<file path="src/rtl/switch_pkg.sv">
// Shared definitions for the pushbutton conditioner: repeat FSM encoding,
// default timing constants and a counter-width helper.
package switch_pkg;

  typedef enum logic [1:0] {
    RPT_IDLE   = 2'd0,
    RPT_DELAY  = 2'd1,
    RPT_REPEAT = 2'd2
  } rpt_state_e;

  // Defaults assume a 25 MHz clock: 10 ms debounce, 500 ms first repeat, 100 ms period.
  localparam int DEFAULT_DEBOUNCE_LIMIT = 250000;
  localparam int DEFAULT_REPEAT_DELAY   = 12500000;
  localparam int DEFAULT_REPEAT_PERIOD  = 2500000;

  // Width of a counter that only ever needs to reach limit-1 (at least one bit).
  function automatic int cnt_width(input int limit);
    return (limit > 1) ? $clog2(limit) : 1;
  endfunction

endpackage

</file>
<file path="src/rtl/switch_channel.sv">
// One pushbutton: 2-flop synchronizer, counter debounce, press pulse and
// auto-repeat FSM. All outputs are registered.
module switch_channel
  import switch_pkg::*;
#(
  parameter int DEBOUNCE_LIMIT = DEFAULT_DEBOUNCE_LIMIT,
  parameter int REPEAT_DELAY   = DEFAULT_REPEAT_DELAY,
  parameter int REPEAT_PERIOD  = DEFAULT_REPEAT_PERIOD
) (
  input  logic i_Clk,
  input  logic i_Rst_L,
  input  logic switch_raw,
  output logic switch_level,
  output logic switch_press,
  output logic switch_repeat
);

  localparam int DW = cnt_width(DEBOUNCE_LIMIT);
  localparam int RW = cnt_width((REPEAT_DELAY > REPEAT_PERIOD) ? REPEAT_DELAY : REPEAT_PERIOD);
  localparam logic [DW-1:0] DEB_MAX = DW'(DEBOUNCE_LIMIT - 1);
  localparam logic [RW-1:0] DLY_MAX = RW'(REPEAT_DELAY - 1);
  localparam logic [RW-1:0] PER_MAX = RW'(REPEAT_PERIOD - 1);

  logic [1:0]    sync_r;
  logic          stable_r;
  logic [DW-1:0] deb_cnt_r;
  rpt_state_e    state_r;
  rpt_state_e    state_s;
  logic [RW-1:0] rpt_cnt_r;
  logic [RW-1:0] rpt_cnt_s;
  logic          press_s;
  logic          repeat_s;

  // Two-flop synchronizer for the asynchronous button input
  always_ff @(posedge i_Clk) begin
    if (!i_Rst_L) begin
      sync_r <= 2'b00;
    end else begin
      sync_r <= {sync_r[0], switch_raw};
    end
  end

  // Debounce: the stable level flips only after DEBOUNCE_LIMIT consecutive differing clocks
  always_ff @(posedge i_Clk) begin
    if (!i_Rst_L) begin
      stable_r  <= 1'b0;
      deb_cnt_r <= '0;
    end else if (sync_r[1] != stable_r) begin
      if (deb_cnt_r == DEB_MAX) begin
        stable_r  <= ~stable_r;
        deb_cnt_r <= '0;
      end else begin
        deb_cnt_r <= deb_cnt_r + DW'(1);
      end
    end else begin
      deb_cnt_r <= '0;
    end
  end

  // The previous registered level tells us which clock is the first one at 1
  assign press_s = stable_r & ~switch_level;

  // Repeat FSM state register
  always_ff @(posedge i_Clk) begin
    if (!i_Rst_L) begin
      state_r   <= RPT_IDLE;
      rpt_cnt_r <= '0;
    end else begin
      state_r   <= state_s;
      rpt_cnt_r <= rpt_cnt_s;
    end
  end

  // Repeat FSM next state; a debounced release wins over any due pulse
  always_comb begin
    state_s   = state_r;
    rpt_cnt_s = rpt_cnt_r;
    case (state_r)
      RPT_IDLE: begin
        rpt_cnt_s = '0;
        if (press_s) begin
          state_s = RPT_DELAY;
        end else begin
          state_s = RPT_IDLE;
        end
      end
      RPT_DELAY: begin
        if (!stable_r) begin
          state_s   = RPT_IDLE;
          rpt_cnt_s = '0;
        end else if (rpt_cnt_r == DLY_MAX) begin
          state_s   = RPT_REPEAT;
          rpt_cnt_s = '0;
        end else begin
          rpt_cnt_s = rpt_cnt_r + RW'(1);
        end
      end
      RPT_REPEAT: begin
        if (!stable_r) begin
          state_s   = RPT_IDLE;
          rpt_cnt_s = '0;
        end else if (rpt_cnt_r == PER_MAX) begin
          rpt_cnt_s = '0;
        end else begin
          rpt_cnt_s = rpt_cnt_r + RW'(1);
        end
      end
      default: begin
        state_s   = RPT_IDLE;
        rpt_cnt_s = '0;
      end
    endcase
  end

  // Repeat FSM output decode
  always_comb begin
    repeat_s = 1'b0;
    case (state_r)
      RPT_DELAY:  repeat_s = stable_r && (rpt_cnt_r == DLY_MAX);
      RPT_REPEAT: repeat_s = stable_r && (rpt_cnt_r == PER_MAX);
      default:    repeat_s = 1'b0;
    endcase
  end

  // Registered outputs
  always_ff @(posedge i_Clk) begin
    if (!i_Rst_L) begin
      switch_level  <= 1'b0;
      switch_press  <= 1'b0;
      switch_repeat <= 1'b0;
    end else begin
      switch_level  <= stable_r;
      switch_press  <= press_s;
      switch_repeat <= repeat_s;
    end
  end

endmodule

</file>
<file path="src/rtl/switch_conditioner.sv">
// Four independent pushbutton channels: debounced level, press pulse and
// auto-repeat pulse per button; bit n-1 of each output belongs to i_Switch_n.
module switch_conditioner
  import switch_pkg::*;
#(
  parameter int DEBOUNCE_LIMIT = DEFAULT_DEBOUNCE_LIMIT,
  parameter int REPEAT_DELAY   = DEFAULT_REPEAT_DELAY,
  parameter int REPEAT_PERIOD  = DEFAULT_REPEAT_PERIOD
) (
  input  logic       i_Clk,
  input  logic       i_Rst_L,
  input  logic       i_Switch_1,
  input  logic       i_Switch_2,
  input  logic       i_Switch_3,
  input  logic       i_Switch_4,
  output logic [3:0] o_Switch_Level,
  output logic [3:0] o_Switch_Press,
  output logic [3:0] o_Switch_Repeat
);

  logic [3:0] raw_s;

  assign raw_s = {i_Switch_4, i_Switch_3, i_Switch_2, i_Switch_1};

  for (genvar ch = 0; ch < 4; ch++) begin : g_ch
    switch_channel #(
      .DEBOUNCE_LIMIT (DEBOUNCE_LIMIT),
      .REPEAT_DELAY   (REPEAT_DELAY),
      .REPEAT_PERIOD  (REPEAT_PERIOD)
    ) u_channel (
      .i_Clk         (i_Clk),
      .i_Rst_L       (i_Rst_L),
      .switch_raw    (raw_s[ch]),
      .switch_level  (o_Switch_Level[ch]),
      .switch_press  (o_Switch_Press[ch]),
      .switch_repeat (o_Switch_Repeat[ch])
    );
  end

endmodule

</file>
<file path="config.mk">
export PLATFORM = sky130hd
export DESIGN_NAME = switch_conditioner
export DESIGN_NICKNAME = d
export VERILOG_FILES = /design/src/rtl/switch_pkg.sv /design/src/rtl/switch_channel.sv /design/src/rtl/switch_conditioner.sv
export SDC_FILE = /design/constraint.sdc
export NUM_CORES = 1
export LEC_CHECK = 0
export CAP_MARGIN = 20
export CORE_MARGIN = 2
export CORE_UTILIZATION = 52
export CTS_BUF_LIST = sky130_fd_sc_hd__clkbuf_16
export DETAILED_ROUTE_END_ITERATION = 10
export PLACE_DENSITY = 0.68
export SLEW_MARGIN = 20
export SYNTH_ARGS = -nofsm -noshare
export SYNTH_HDL_FRONTEND = slang
export SYNTH_HIERARCHICAL = 1
export SYNTH_SLANG_ARGS = --single-unit
</file>
<file path="constraint.sdc">
create_clock -name i_Clk -period 5.3 [get_ports i_Clk]
set_clock_uncertainty 0.05 [all_clocks]
set_input_delay 1.06 -clock i_Clk [delete_from_list [all_inputs] [get_ports i_Clk]]
set_output_delay 1.06 -clock i_Clk [all_outputs]
set_load 0.01 [all_outputs]
</file>
Word-level counts from Yosys, hierarchy flattened
Cells that the tools add are included.

storage, ports and cells
  register bits after elaboration = 200
  bits of input ports = 6

cells by class
  reduce and logical (&&, ||, !) cells = 24
  multiplexer cells = 44
  $add $sub $neg = 8
  bitwise operators = 17
  equal/unequal tests = 32

operator list
  operator                                         count
  2-to-1 mux 24 bit                                16
  one-hot mux 24 bit (2 select lines)              4
  adder 24 x 1 -> 24 bit, second input constant    4
  == test 24 x 22 -> 1 bit, second input constant  4
  == test 24 bit, second input constant            4
  adder 18 x 1 -> 18 bit, second input constant    4
  == test 18 bit, second input constant            4
  2-to-1 mux 2 bit                                 12
  one-hot mux 2 bit (3 select lines)               4
  AND reduction 2 bit                              8
  NOT 1 bit                                        13
  != test 3 bit, second input constant             4
  OR reduction 3 bit                               4
  == test 2 x 1 -> 1 bit, second input constant    4
  == test 2 bit, second input constant             4
  logical AND 1 bit                                8
  zero test 2 bit                                  4
  != test 2 bit, second input constant             4
  one-hot mux 1 bit (2 select lines)               4
  bitwise AND 1 bit                                4
  2-to-1 mux 1 bit                                 4
  != test 1 bit                                    4

Depth between registers and ports, before layout
  depth after elaboration = 4
  mapped depth = 7

Modules after synthesis
Netlist, hierarchy kept.

by module, submodules not included
  module                                   seq. area each (µm²)  cells each  area an instance (µm²)  instances
  switch_channel at g_ch[0].u_channel ...  1001.0                247         2217.1                  3
  switch_channel at g_ch[3].u_channel      1001.0                267         2438.6                  1

Worst setup path after synthesis
OpenSTA, ideal clock, no wires.

  path kind = input-to-reg
  start = in i_Rst_L
  end = reg g_ch[0].u_channel.rpt_cnt_r[21]
  slack = 3.343 ns
  library setup time = 0.064 ns
  buffers on the path = 2
  data arrival time = 1.843 ns
  required time = 5.186 ns
  stages on the path = 6
  path through = and2_1 clkbuf_1 nand2_1 a21o_2 buf_4 nor2_1

RTL lines
  what                  RTL line                  source
  start, declared       switch_conditioner.sv:11  input logic i_Rst_L,
  end signal, assigned  switch_channel.sv:70      rpt_cnt_r <= rpt_cnt_s;
  end, declared         switch_channel.sv:29      logic [RW-1:0] rpt_cnt_r;

==> metrics.txt <==
status=completed; Setup crit start=i_Rst_L; Non-Filler Cell Area, Final=10000 um2; Remaining Overflow, GRT=0; RSZ-0062 raised after global routing=false; switching power=0.554 mW; post-synth cell types=53; Routability Congestion=0.782; initial DRC count=385; total CTS buffers=17; pwr dens=284 nW/um2; number of synthesized flops with an enable pin=0; setup ws final=2.56 ns; DRT antenna net count=0; CTS hold repair buffers=0; die width=136 um; Overall Global Routing Usage=18.3%; Worst setup SP type=primary input; IO buf count=17; endpoints failing setup=0; fin util=58.3%; non-filler cells in the finished layout=1255; fmax=365 MHz; placed instance count=1222; die footprint=18600 um2; post-CTS sizing=0; Ys Warns=6; Avg WL per Cell=12.9 um; worst slew pin tran=0.731 ns; final critical-path required period=2.74 ns; Multi-input gate area=4830 um2; Crit-path slowest cell=clkdlybuf4s50_1; hold_sp=g_ch[1].u_channel/switch_level$_SDFF_PN0_; Critical Path AT=3.03 ns; I/O pin count=18; vias in the first global route=6313; clock tree buffer depth=2; synthesis-to-finish area growth=10.2%; static leakage=3.13 nW; pre-CTS setup slack=2.01 ns; kind of end point of the critical path=register; Sw Ratio=19.4%; vias per inst=5.41; clock latency on the worst-skew pair=0.42 ns; Net Count, Synth=1034; via count=6792; post-CTS setup buffers=0; Pwr Total=2.85 mW; fin nets=1043; worst hold path type=register to register; Post-synth ARST share=0%; Post-Route WL=16100 um; internal cell power=2.30 mW; Seq cells post-synth=200; # clock sinks=200; first-pass iteration count of the detailed router=5; register area=4000 um2; crit-path max FO=22; clk root buf=clkbuf_16; Die Y-Extent=136 um; Avg Cell Area, Syn=9.02 um2; register area share after synthesis=44.0%; global-route wire length before repair=28000 um; H-tree depth=4; CTS tree=built; DPL Wire Length=10800 um; Post-route DRC=0; worst-path cell chain=clkdlybuf4s50_1, and3_1, o211ai_2, buf_8, a22oi_1; share of post-route cells with drive strength above 1=5.92%; critical path class=primary input to register; pin count of the biggest net entering global routing=25; Reg2Reg Launch Point=g_ch[3].u_channel/rpt_cnt_r[0]$_SDFF_PN0_; Max-Cap Viols=0; Buf/Inv on CP=2; Flop pwr share=52.9%; relative slew slack=51.1%; Max VDD drop=0.217 mV; starting density of the core=52.9%; TNS Setup=0 ns; fillers=1588; initial antenna violation count=0; max-slew violations=0; synthesized cell area=9090 um2; antenna cell count=0; Area after DPL=9380 um2; synthesized instance count=1008; Max stage delay on crit path=0.89 ns; Tcrit/Tclk final=51.7%; WHS=0.380 ns; Worst-path clk slew=0.07 ns; clock group share of total power=46.5%; Req. time, crit path=5.59 ns; Core ar.=17200 um2; cell family with the largest share of critical-path delay=buffers and inverters; Comb pwr share=0.5%; Main synth FF type=dfxtp_1; Final Hold Viols=0; num rows=48
-- layout by cell type, fill, tap and decap left out, drive strengths merged, types with 4 or more instances in the layout --
master         Yosys  final
nor4              14     14
dfxtp            200    200
a22oi             11     11
xor2              78     78
ha                20     20
clkdlybuf4s50      0     17
and4              18     18
inv               29     31
nand4             43     43
nand4bb            4      4
a21oi             17     17
xnor2             65     65
nor2b             10     10
and2              14     14
bufinv             0      4
nor3              39     39
clkbuf             7     17
nor4b             14     14
and3              13     13
clkinv             0      6
o21ai             10     10
nor2             163    163
nand2             63     63
o221a              4      4
or4               14     14
nor4bb             6      6
mux2i              4      4
nand3             70     70
or2                8      8
o21a               5      5
or3               10     10
o31ai              9      9
-- synthesized netlist by cell type (9+ instances only) --
| cell | number | area (um2) |
|---|---|---|
| dfxtp_1 | 200 | 4000 |
| nor2_1 | 160 | 601 |
| xor2_1 | 78 | 683 |
| nand3_1 | 70 | 350 |
| xnor2_1 | 65 | 569 |
| nand2_1 | 63 | 236 |
| nand4_1 | 39 | 244 |
| nor3_1 | 39 | 195 |
| inv_1 | 29 | 109 |
| ha_1 | 20 | 250 |
| and4_1 | 18 | 158 |
| a21oi_1 | 17 | 85.1 |
| and2_1 | 14 | 87.6 |
| nor4_1 | 14 | 87.6 |
| nor4b_1 | 14 | 123 |
| and3_1 | 13 | 81.3 |
| buf_2 | 12 | 60.1 |
| or4_1 | 12 | 90.1 |
| a22oi_1 | 10 | 75.1 |
| nor2b_1 | 10 | 62.6 |
| o31ai_1 | 9 | 67.6 |
-- power by group through the flow --
stage	clock network, mW	registers, mW	logic (mW)
after detailed placement	0	1.54	0.0152
after global placement	0	1.54	0.0151
after floorplan	0	1.54	0.00867
after global routing	1.43	1.51	0.0172
after CTS	1.37	1.51	0.0154
final	1.33	1.51	0.0151
-- sequential cells by signal, indices dropped and copies added, names as in the netlist --
| name | flops |
|---|---|
| g_ch.u_channel/deb_cnt_r | 72 |
| g_ch.u_channel/rpt_cnt_r | 96 |
| g_ch.u_channel/stable_r | 4 |
| g_ch.u_channel/state_r | 8 |
| g_ch.u_channel/switch_level | 4 |
| g_ch.u_channel/switch_press | 4 |
| g_ch.u_channel/switch_repeat | 4 |
| g_ch.u_channel/sync_r | 8 |
-- routing by layer --
metal	global-route usage, %	wire length [um]
met1	23.1	7980
met2	30.8	7510
met3	3.50	409
met4	7.12	245
met5	0	0
-- area by class of cell --
type / instances / area share, %
Clock inverter: 15 / 1.86
Tap cell: 225 / 2.81
Timing Repair Buffer: 18 / 1.85
Inverter: 29 / 1.09
Clock buffer: 17 / 4.25
Multi-Input combinational cell: 751 / 48.2
Sequential cell: 200 / 40.0
-- cell families after synthesis --
kind of cell,synth area share [%]
and+or+nand+nor,30.6
DFF,44.0
xor gates and xnor gates,13.8
AOI/OAI and AO/OA,5.29
buffers and inverters,2.93
adders and majority gates,2.75
muxes,0.564
-- final timing paths --
path / end / slack (ns) / depth (start not counted)
hold reg to reg: g_ch[1].u_channel/switch_press$_SDFF_PN0_ / 0.38 / 1
hold / removal: g_ch[1].u_channel/switch_press$_SDFF_PN0_ / 0.38 / 1
setup / recovery: g_ch[3].u_channel/rpt_cnt_r[17]$_SDFF_PN0_ / 2.56 / 5
setup reg to reg: g_ch[3].u_channel/rpt_cnt_r[17]$_SDFF_PN0_ / 2.92 / 5
Note: power is estimated with default switching activity, not from simulation.
